File: config.mk
export PLATFORM = sky130hd
export DESIGN_NAME = audio_in_pitch_detect_flat
export DESIGN_NICKNAME = d
export VERILOG_FILES = /design/src/rtl/audio_in_pitch_detect_if.sv /design/src/rtl/audio_in_pitch_detect.sv /design/src/flat_wrapper.sv
export SDC_FILE = /design/constraint.sdc
export NUM_CORES = 1
export LEC_CHECK = 0
export CAP_MARGIN = 0
export CORE_ASPECT_RATIO = 0.6
export CORE_MARGIN = 10
export CORE_UTILIZATION = 50
export CTS_BUF_LIST = sky130_fd_sc_hd__clkbuf_4 sky130_fd_sc_hd__clkbuf_8 sky130_fd_sc_hd__clkbuf_16
export CTS_CLUSTER_DIAMETER = 40
export DETAILED_ROUTE_END_ITERATION = 12
export PLACE_DENSITY = 0.73
export SLEW_MARGIN = 10
export SYNTH_ARGS = -nofsm -noshare
export SYNTH_HDL_FRONTEND = slang
export SYNTH_SLANG_ARGS = --single-unit
File: constraint.sdc
create_clock -name CLOCK_50 -period 8.2 [get_ports CLOCK_50]
set_clock_uncertainty 0.15 [all_clocks]
set_input_delay 0.82 -clock CLOCK_50 [delete_from_list [all_inputs] [get_ports CLOCK_50]]
set_output_delay 0.82 -clock CLOCK_50 [all_outputs]
set_load 0.03 [all_outputs]
File: src/rtl/audio_in_pitch_detect_if.sv
// Codec input-FIFO handshake between the audio controller (master) and the pitch detector (slave).
interface audio_in_pitch_detect_if;
  logic        audio_in_available;
  logic [31:0] left_channel_audio_in;
  logic        read_audio_in;

  modport master (
    output audio_in_available,
    output left_channel_audio_in,
    input  read_audio_in
  );

  modport slave (
    input  audio_in_available,
    input  left_channel_audio_in,
    output read_audio_in
  );
endinterface

File: src/rtl/audio_in_pitch_detect.sv
// Pops left-channel samples from the codec input FIFO, times rising zero crossings
// with hysteresis and locks onto one of the game notes B4 / G4 / F4.
module audio_in_pitch_detect #(
  parameter logic [15:0] THRESH      = 16'd512,
  parameter int          TOL         = 4,
  parameter int          MATCH_COUNT = 4,
  parameter int          MAX_PERIOD  = 255,
  parameter int          B4_PERIOD   = 97,
  parameter int          G4_PERIOD   = 122,
  parameter int          F4_PERIOD   = 137
) (
  input  logic                   CLOCK_50,
  input  logic                   resetn,
  audio_in_pitch_detect_if.slave codec,
  output logic [7:0]             period_out,
  output logic                   period_valid,
  output logic [2:0]             note_onehot,
  output logic                   note_valid
);

  localparam logic [1:0] S_IDLE = 2'd0;
  localparam logic [1:0] S_PROC = 2'd1;
  localparam logic [1:0] S_WAIT = 2'd2;

  localparam int MW = (MATCH_COUNT < 2) ? 1 : $clog2(MATCH_COUNT + 1);
  localparam logic [MW-1:0] MATCH_SAT = MW'(MATCH_COUNT);
  localparam logic [MW-1:0] MATCH_ONE = MW'(1);

  localparam logic [8:0] MAX9 = 9'(MAX_PERIOD);
  localparam logic [7:0] MAX8 = 8'(MAX_PERIOD);

  localparam logic signed [16:0] THR_POS = {1'b0, THRESH};
  localparam logic signed [16:0] THR_NEG = -THR_POS;

  localparam logic signed [8:0] TOL9 = 9'(TOL);
  localparam logic signed [8:0] B4_9 = 9'(B4_PERIOD);
  localparam logic signed [8:0] G4_9 = 9'(G4_PERIOD);
  localparam logic signed [8:0] F4_9 = 9'(F4_PERIOD);

  logic [1:0]          state;
  logic signed [15:0]  sample;
  logic                sign_hi;
  logic                armed;
  logic [7:0]          cnt;
  logic [MW-1:0]       match_cnt;
  logic [2:0]          cand;

  logic signed [16:0]  sample_ext;
  logic                new_sign;
  logic                rising;
  logic [8:0]          cnt_inc;
  logic                sat;
  logic                emit;
  logic [7:0]          p;
  logic [2:0]          cls;
  logic [MW-1:0]       match_next;
  logic [2:0]          cand_next;
  logic                lock;

  // Distance test done in 9-bit signed so periods below the nominal never wrap.
  function automatic logic near_nominal(input logic [7:0] period, input logic signed [8:0] nominal);
    logic signed [8:0] diff;
    logic signed [8:0] mag;
    diff = $signed({1'b0, period}) - nominal;
    mag  = diff[8] ? -diff : diff;
    return mag <= TOL9;
  endfunction

  assign codec.read_audio_in = resetn && (state == S_IDLE) && codec.audio_in_available;

  assign sample_ext = {sample[15], sample};
  assign new_sign   = (sample_ext > THR_POS) ? 1'b1 :
                      (sample_ext < THR_NEG) ? 1'b0 : sign_hi;
  assign rising     = new_sign & ~sign_hi;
  assign cnt_inc    = {1'b0, cnt} + 9'd1;
  assign sat        = cnt_inc >= MAX9;
  assign emit       = rising & armed & ~sat;
  assign p          = cnt_inc[7:0];

  always_comb begin
    cls = 3'b000;
    if (near_nominal(p, B4_9))      cls = 3'b100;
    else if (near_nominal(p, G4_9)) cls = 3'b010;
    else if (near_nominal(p, F4_9)) cls = 3'b001;
  end

  always_comb begin
    cand_next  = cand;
    match_next = match_cnt;
    if (cls == 3'b000) begin
      cand_next  = 3'b000;
      match_next = '0;
    end else if (cls == cand) begin
      match_next = (match_cnt >= MATCH_SAT) ? MATCH_SAT : match_cnt + MATCH_ONE;
    end else begin
      cand_next  = cls;
      match_next = MATCH_ONE;
    end
    lock = (cls != 3'b000) && (match_next == MATCH_SAT);
  end

  // WAIT gives the FIFO flag a cycle to settle, so pops are at least 3 cycles apart.
  always_ff @(posedge CLOCK_50 or negedge resetn) begin
    if (!resetn) begin
      state  <= S_IDLE;
      sample <= '0;
    end else begin
      case (state)
        S_IDLE: begin
          if (codec.audio_in_available) begin
            sample <= codec.left_channel_audio_in[31:16];
            state  <= S_PROC;
          end
        end
        S_PROC:  state <= S_WAIT;
        S_WAIT:  state <= S_IDLE;
        default: state <= S_IDLE;
      endcase
    end
  end

  // A crossing that lands on the saturating sample counts as timeout plus re-arm.
  always_ff @(posedge CLOCK_50 or negedge resetn) begin
    if (!resetn) begin
      sign_hi      <= 1'b0;
      armed        <= 1'b0;
      cnt          <= '0;
      match_cnt    <= '0;
      cand         <= 3'b000;
      period_out   <= '0;
      period_valid <= 1'b0;
      note_onehot  <= 3'b000;
      note_valid   <= 1'b0;
    end else begin
      period_valid <= 1'b0;
      if (state == S_PROC) begin
        sign_hi <= new_sign;
        if (sat) begin
          note_onehot <= 3'b000;
          note_valid  <= 1'b0;
          match_cnt   <= '0;
          cand        <= 3'b000;
        end
        if (rising) begin
          cnt   <= '0;
          armed <= 1'b1;
          if (emit) begin
            period_out   <= p;
            period_valid <= 1'b1;
            match_cnt    <= match_next;
            cand         <= cand_next;
            if (lock) begin
              note_onehot <= cand_next;
              note_valid  <= |cand_next;
            end
          end
        end else if (sat) begin
          cnt   <= MAX8;
          armed <= 1'b0;
        end else begin
          cnt <= cnt_inc[7:0];
        end
      end
    end
  end

endmodule

File: src/flat_wrapper.sv
// flat-port wrapper written by rule: the top's interface ports become plain ports
module audio_in_pitch_detect_flat 
#(
  parameter logic [15:0] THRESH      = 16'd512,
  parameter int          TOL         = 4,
  parameter int          MATCH_COUNT = 4,
  parameter int          MAX_PERIOD  = 255,
  parameter int          B4_PERIOD   = 97,
  parameter int          G4_PERIOD   = 122,
  parameter int          F4_PERIOD   = 137
)
  (CLOCK_50, resetn, period_out, period_valid, note_onehot, note_valid, codec_audio_in_available, codec_left_channel_audio_in, codec_read_audio_in);
  audio_in_pitch_detect_if codec_i ();
  input  logic CLOCK_50;
  input  logic resetn;
  output logic [7:0] period_out;
  output logic period_valid;
  output logic [2:0] note_onehot;
  output logic note_valid;
  input wire logic [$bits(codec_i.audio_in_available)-1:0] codec_audio_in_available;
  input wire logic [$bits(codec_i.left_channel_audio_in)-1:0] codec_left_channel_audio_in;
  output wire logic [$bits(codec_i.read_audio_in)-1:0] codec_read_audio_in;
  assign codec_i.audio_in_available = codec_audio_in_available;
  assign codec_i.left_channel_audio_in = codec_left_channel_audio_in;
  assign codec_read_audio_in = codec_i.read_audio_in;
  audio_in_pitch_detect #(.THRESH(THRESH), .TOL(TOL), .MATCH_COUNT(MATCH_COUNT), .MAX_PERIOD(MAX_PERIOD), .B4_PERIOD(B4_PERIOD), .G4_PERIOD(G4_PERIOD), .F4_PERIOD(F4_PERIOD)) u_core (.CLOCK_50(CLOCK_50), .resetn(resetn), .codec(codec_i), .period_out(period_out), .period_valid(period_valid), .note_onehot(note_onehot), .note_valid(note_valid));
endmodule
==> results of run 1 <==
## worst min-delay path by stage
stage / from / end / slack [ns] / cells past startpoint
after global routing: u_core.sample[4]$_DFFE_PN0P_ / u_core.sample[4]$_DFFE_PN0P_ / 0.39 / 1
after floorplan: u_core.match_cnt[1]$_DFFE_PN0P_ / u_core.match_cnt[1]$_DFFE_PN0P_ / 0.31 / 2
after detailed placement: u_core.sign_hi$_DFFE_PN0P_ / u_core.sign_hi$_DFFE_PN0P_ / 0.34 / 1
final: u_core.sample[4]$_DFFE_PN0P_ / u_core.sample[4]$_DFFE_PN0P_ / 0.36 / 1
after global placement: u_core.sign_hi$_DFFE_PN0P_ / u_core.sign_hi$_DFFE_PN0P_ / 0.33 / 1
after CTS: u_core.match_cnt[1]$_DFFE_PN0P_ / u_core.match_cnt[1]$_DFFE_PN0P_ / 0.36 / 2
## registers in the layout, indices dropped and copies added, names as in the netlist
name,cells
u_core.period_out,8
u_core.armed,1
u_core.cand,3
u_core.note_valid,1
u_core.cnt,8
u_core.sign_hi,1
u_core.note_onehot,3
u_core.period_valid,1
u_core.sample,16
u_core.state,2
u_core.match_cnt,3
## through the flow
| step | cell area, um2 | util | setup slack (ns) | hold WS [ns] | instances |
|---|---|---|---|---|---|
| floorplan | 3580 | - | 4.45 | 0.315 | 393 |
| global placement | 3910 | 0.573 | 3.64 | 0.335 | 493 |
| detailed placement | 3910 | 0.573 | 3.53 | 0.342 | 493 |
| CTS | 4070 | 0.597 | 3.49 | 0.362 | 501 |
| global route | 4070 | 0.597 | 2.98 | 0.387 | 501 |
| finish | 4070 | 0.597 | 3.39 | 0.361 | 501 |
## power groups by stage
stage	registers [uW]	logic, uW	clock network (uW)
3_3_place_gp	356	714	0
5_1_grt	370	817	230
6_report	360	751	216
4_1_cts	359	740	219
2_1_floorplan	360	559	0
3_5_place_dp	361	736	0
## cell usage in the layout (no fill, tap or decap), types with 3 or more instances in the layout
master / netlist / routed
nor2b_1: 3 / 3
inv_1: 18 / 18
o31ai_1: 7 / 7
a211o_1: 4 / 4
a21o_1: 7 / 7
nand3_1: 10 / 10
mux2_2: 22 / 22
a211oi_1: 4 / 4
a22oi_1: 4 / 4
a22o_1: 5 / 5
clkbuf_16: 0 / 5
o211ai_1: 5 / 5
nor4_1: 4 / 4
nor3_1: 10 / 10
o21ai_0: 13 / 13
nand4_1: 9 / 9
a31oi_1: 11 / 11
xor2_1: 3 / 3
ha_1: 11 / 11
and2_1: 3 / 3
buf_4: 7 / 6
dfrtp_1: 47 / 47
xnor2_1: 12 / 12
a21oi_1: 21 / 21
nand2b_1: 6 / 6
o21ai_1: 3 / 3
o21a_1: 3 / 3
clkdlybuf4s50_1: 0 / 31
nand2_1: 29 / 29
nor2_1: 28 / 28
and3_1: 5 / 5
## per-layer routing
layer	wire length, um	global-route usage	up-vias
met5	0	0	-
met4	51	0.0277	0
li1	-	-	1487
met2	4040	0.250	148
met1	4750	0.268	1567
met3	1080	0.0731	8
## cells by family (layout without fill, tap and decap cells)
group	count (synthesis)	in the layout	synth area share
xor gates and xnor gates	19	19	0.0549
buffers and inverters	44	65	0.0605
muxes	24	24	0.0748
AOI/OAI and AO/OA	119	119	0.249
and+or+nand+nor	129	129	0.194
adders and majority gates	11	11	0.0384
DFF	47	47	0.329
## critical path, delay by kind of cell (launching register included)
family / cells / cell delay [ns]
AO/OA/AOI/OAI: 4 / 0.95
XOR/XNOR: 2 / 0.48
adder cells (fa/ha/maj): 2 / 0.66
buffers and inverters: 2 / 0.39
flip-flops: 1 / 0.76
multiplexers: 1 / 0.28
AND/OR/NAND/NOR: 4 / 1.05
## layout make-up
cell class,instances,area (um2),share of cell area
clock buffers,8,160,0.0394
inverters,19,71.3,0.0175
multi-input cells,302,2190,0.539
flip-flops and latches,47,1180,0.289
well taps,87,109,0.0268
repair buffers,38,360,0.0886
==> run_results.csv, run 1 <==
group,metric,value,unit
outcome,status,"finished clean",
power,clock_power_share,0.163,
yosys,synth_most_common_cell,"dfrtp_1",
drt,routedWlPerCell,19.8,um
drt,drc,0,
clock_tree,h-tree-depth,2,
global_routing,track_usage,0.184,
clock_tree,clkTransAtPathRegs,0.06,ns
clock_tree,cts_buffers,5,
worst_setup_path,r2r_setup_slack,3.39,ns
yosys,synth_nets,439,
drt,first_iter_violations,398,
yosys,synth_commonest_cells,"47 x dfrtp_1, 29 x nand2_1, 28 x nor2_1",
clock_tree,cts_root_buffer,"clkbuf_16",
sta,finalHoldViolations,0,
finish,insertedDiodeCount,0,
power,switchingPower,596,uW
power,p_leak,0.00165,uW
power,p_int,732,uW
placed_design,place_congestion,0.943,
yosys,yosys.area.top_type,"dfrtp_1",
worst_setup_path,worstReg2RegStart,"u_core.cnt[0]$_DFFE_PN0P_",
yosys,ys.flop_type,"dfrtp_1",
finish,num-fill-cells,613,
worst_setup_path,start_kind,"register",
yosys,async_reset_ff_frac,1.00,
die,io_pins,49,
power,cellPowerDensity,326,nW/um2
sta,timing.fmax,0.208,GHz
die,core_area,6820,um2
clock_tree,tritoncts,"done",
die,rows,23,
drt,vias,3210,
worst_setup_path,cp.arrival,4.86,ns
placed_design,io_buffers,32,
placed_design,dp_hpwl,7.23,mm
die,floorplan.initialDensity,0.525,
worst_setup_path,cp-startpoint,"u_core.cnt[0]$_DFFE_PN0P_",
sta,tightest_slew,1.11,ns
yosys,synth_cells,393,
power,vdd_drop_max,270,uV
sta,max_slew_margin,0.253,
worst_setup_path,reg2reg_to,"u_core.note_onehot[0]$_DFFE_PN0P_",
sta,setup_viol,0,
global_routing,grt_pass1_vias,3057,
yosys,ys_types,81,
sta,rsz0062_at_grt,"no",
global_routing,grt_pass1_wl,16.5,mm
power,total_power,1330,uW
yosys,netlist_area,3580,um2
worst_setup_path,crit_path_end,"u_core.note_onehot[0]$_DFFE_PN0P_",
yosys,synth-edff-count,0,
sta,setup_tns,0,ns
global_routing,grt_max_degree,49,
clock_tree,cts_hold_buffers,0,
finish,drive_above_1_share,0.164,
worst_setup_path,critPathKind,"register to register",
worst_setup_path,end_kind,"register",
drt,drt_wl_total,9.93,mm
die,die_area,11100,um2
worst_setup_path,critPathMostFrequentCell,"ha_1",
yosys,syn_area_per_cell,9.11,um2
clock_tree,cts_buffer_depth,2,
power,p_seq_frac,0.271,
worst_setup_path,critPathRequiredTime,8.25,ns
sta,min_period,4.81,ns
worst_setup_path,cp_slowest_cell,"dfrtp_1",
sta,maxSlewViolCount,0,
clock_tree,ctsResizeCount,0,
yosys,synth-seq-cells,47,
drt,vias_per_cell,6.41,
power,p_sw_frac,0.449,
die,die_y,85.5,um
worst_setup_path,crit_chain,"ha_1 -> buf_4 -> xor2_1 -> inv_1 -> ha_1 -> o21ai_0 -> mux2i_1 -> xnor2_1 -> and3_1 -> o21ba_2 -> o221a_2 -> nand2b_1 -> nor4_1 -> nand4_1 -> o211ai_1",
finish,syn2layout_area_growth,13.7,%
yosys,yosys-top-cells-area,"dfrtp_1 33%, mux2_2 6.9%, ha_1 3.8%",
global_routing,grt_overflow,0,
worst_setup_path,cpPeakStageDelay,0.76,ns
global_routing,antenna_found_initial,0,
job,maxCapViolCount,0,
finish,fin_nets,459,
yosys,seq_area_frac_synth,0.329,
clock_tree,clk_latency,0.29,ns
drt,drtPass1Iterations,7,
die,fp.dieW,129,um
yosys,synth_top_area_share,0.329,
clock_tree,cts_num_sinks,47,
worst_setup_path,ff2ff_path_depth,15,
power,pwr-share-comb,0.566,
hold_path,hold_class,"register to register",
yosys,synth_warnings,0,
sta,finalCritPeriodShare,0.586,
worst_setup_path,worstPathMaxFanout,19,
clock_tree,cts_setup_buffers,0,
drt,detail-route-antenna-nets,0,
Note: power is estimated with default switching activity, not from simulation.
==> run 2: changes to the inputs <==
- PLACE_DENSITY: 0.73 -> 0.76
- clock period: 8.2 -> 4.3 ns (I/O delays scaled with it)
==> run 2 against run 1 <==
Against the previous run:
- total power increased by 97%
- combinational power up 110%
- largest cell class unchanged
- non-clock buffer count up 10
- critical endpoint is now u_core.note_onehot[2]$_DFFE_PN0P_
- core utilization up 1.2 points
- final cell count increased by 2.0%
==> run_results.csv, run 2 (synthesized netlist as in run 1, its figures left out) <==
group,metric,value,unit
finish,insertedDiodeCount,0,
clock_tree,cts_buffer_depth,2,
sta,setup_ws,0.264,ns
power,pwr-share-comb,0.594,
placed_design,pre_cts_slack,0.221,ns
power,p_seq_frac,0.247,
worst_setup_path,critPathKind,"register to register",
worst_setup_path,ff2ff_path_depth,14,
placed_design,io_buffers,32,
worst_setup_path,crit_chain,"ha_1 -> xor2_1 -> inv_1 -> ha_1 -> inv_1 -> o21ai_0 -> mux2i_1 -> xnor2_1 -> and3_1 -> o21ba_2 -> o221a_2 -> o311ai_4 -> a211o_1 -> o211ai_1",
die,die_area,11100,um2
clock_tree,clk_latency,0.29,ns
worst_setup_path,worstPathMaxFanout,10,
die,rows,23,
finish,reg.largest.list,"u_core.sample (16), u_core.cnt (8), u_core.period_out (8)",
finish,top_register,"u_core.sample",
sta,maxSlewViolCount,0,
drt,detail-route-antenna-nets,0,
power,p_leak,0.00169,uW
sta,finalHoldViolations,0,
placed_design,dp_hpwl,7.45,mm
global_routing,grt_pass1_vias,3158,
outcome,status,"finished clean",
worst_setup_path,critPathRequiredTime,4.31,ns
sta,max_slew_margin,0.459,
die,die_y,85.5,um
worst_setup_path,cp.arrival,4.04,ns
sta,finalCritPeriodShare,0.939,
finish,layout_common_cells,"47 x dfrtp_1, 31 x clkdlybuf4s50_1, 29 x nand2_1",
global_routing,grt_max_degree,48,
worst_setup_path,start_kind,"register",
drt,drtPass1Iterations,5,
power,total_power,2610,uW
sta,min_period,4.04,ns
clock_tree,ctsResizeCount,0,
finish,multi_input_area,2200,um2
sta,setup_tns,0,ns
sta,rsz0062_at_grt,"no",
finish,drive_above_1_share,0.189,
power,p_int,1440,uW
hold_path,hold_class,"primary input to async pin",
clock_tree,tritoncts,"done",
worst_setup_path,cp_slowest_cell,"o311ai_4",
global_routing,grt_overflow,0,
die,floorplan.initialDensity,0.525,
die,io_pins,49,
finish,fin_nets,469,
clock_tree,h-tree-depth,2,
placed_design,place_inst,503,
global_routing,grt_pass1_wl,16.6,mm
finish,final-seq-area,1180,um2
sta,tightest_slew,0.802,ns
clock_tree,cts_num_sinks,47,
worst_setup_path,worstReg2RegStart,"u_core.cnt[0]$_DFFE_PN0P_",
finish,num-fill-cells,605,
finish,largest_reg_flops,16,
clock_tree,cts_buffers,5,
finish,final_common_cell,"dfrtp_1",
drt,routedWlPerCell,19.7,um
clock_tree,cts_hold_buffers,0,
power,clock_power_share,0.159,
worst_setup_path,cp-startpoint,"u_core.cnt[0]$_DFFE_PN0P_",
clock_tree,cts_setup_buffers,0,
worst_setup_path,reg2reg_to,"u_core.note_onehot[2]$_DFFE_PN0P_",
power,cellPowerDensity,629,nW/um2
sta,timing.fmax,0.248,GHz
drt,vias_per_cell,6.40,
drt,vias,3272,
power,switchingPower,1170,uW
sta,setup_viol,0,
finish,syn2layout_area_growth,16.0,%
drt,first_iter_violations,437,
drt,drc,0,
worst_setup_path,end_kind,"register",
global_routing,track_usage,0.184,
job,maxCapViolCount,0,
die,core_area,6820,um2
power,p_sw_frac,0.449,
global_routing,antenna_found_initial,0,
clock_tree,cts_root_buffer,"clkbuf_16",
drt,drt_wl_total,10.1,mm
power,vdd_drop_max,486,uV
worst_setup_path,cpPeakStageDelay,0.53,ns
finish,final_cells,511,
worst_setup_path,r2r_setup_slack,0.26,ns
clock_tree,clkTransAtPathRegs,0.06,ns
placed_design,place_congestion,0.991,
die,fp.dieW,129,um
-- run 2: how the worst max path moves through the flow --
stage / cells past startpoint / to / slack (ns)
after CTS: 13 / u_core.note_onehot[2]$_DFFE_PN0P_ / 0.20
after detailed placement: 13 / u_core.note_onehot[2]$_DFFE_PN0P_ / 0.22
final: 14 / u_core.note_onehot[2]$_DFFE_PN0P_ / 0.26
after global routing: 14 / u_core.note_onehot[1]$_DFFE_PN0P_ / 0.04
after floorplan: 15 / u_core.note_onehot[0]$_DFFE_PN0P_ / 0.55
after global placement: 13 / u_core.note_onehot[2]$_DFFE_PN0P_ / 0.33
-- run 2: metrics by stage --
stage	utilization	hold WS (ns)	instance area (um2)
5_1_grt	0.609	0.137	4150
3_5_place_dp	0.584	0.339	3980
3_3_place_gp	0.584	0.330	3980
4_1_cts	0.608	0.106	4140
6_report	0.609	0.0824	4150
2_1_floorplan	-	-0.0156	3580
-- run 2: worst max-delay path, delay by kind of cell, from the launching register on --
kind | cells | cell delay [ns]
AND/OR/NAND/NOR | 1 | 0.26
XOR/XNOR | 2 | 0.32
flip-flops | 1 | 0.46
AO/OA/AOI/OAI | 6 | 1.71
adder cells (fa/ha/maj) | 2 | 0.51
multiplexers | 1 | 0.27
buffers and inverters | 2 | 0.21
-- run 2: power groups by stage --
stage / logic (uW) / registers [uW] / clock network, uW
2_1_floorplan: 1070 / 687 / 0
3_3_place_gp: 1440 / 644 / 0
3_5_place_dp: 1500 / 649 / 0
4_1_cts: 1510 / 643 / 419
5_1_grt: 1680 / 661 / 444
6_report: 1550 / 644 / 416
-- run 2: per-layer routing --
layer / part of all wire / track usage
met1: 0.47 / 0.268
met2: 0.42 / 0.258
met3: 0.10 / 0.0541
met4: 0.0099 / 0.0442
met5: 0 / 0
-- run 2: layout make-up --
cell class,instances,share of cell area
inverter,19,0.0172
clock inverter,1,0.00181
clock buffer,7,0.0368
multi-input combinational,302,0.530
sequential,47,0.283
timing repair buffer,48,0.105
tap,87,0.0262
==> run 3: changes to the inputs <==
- SKIP_LAST_GASP: unset -> 1
==> results of run 3 <==
Same layout as run 2: the final DEF is identical, and so are final timing and power.
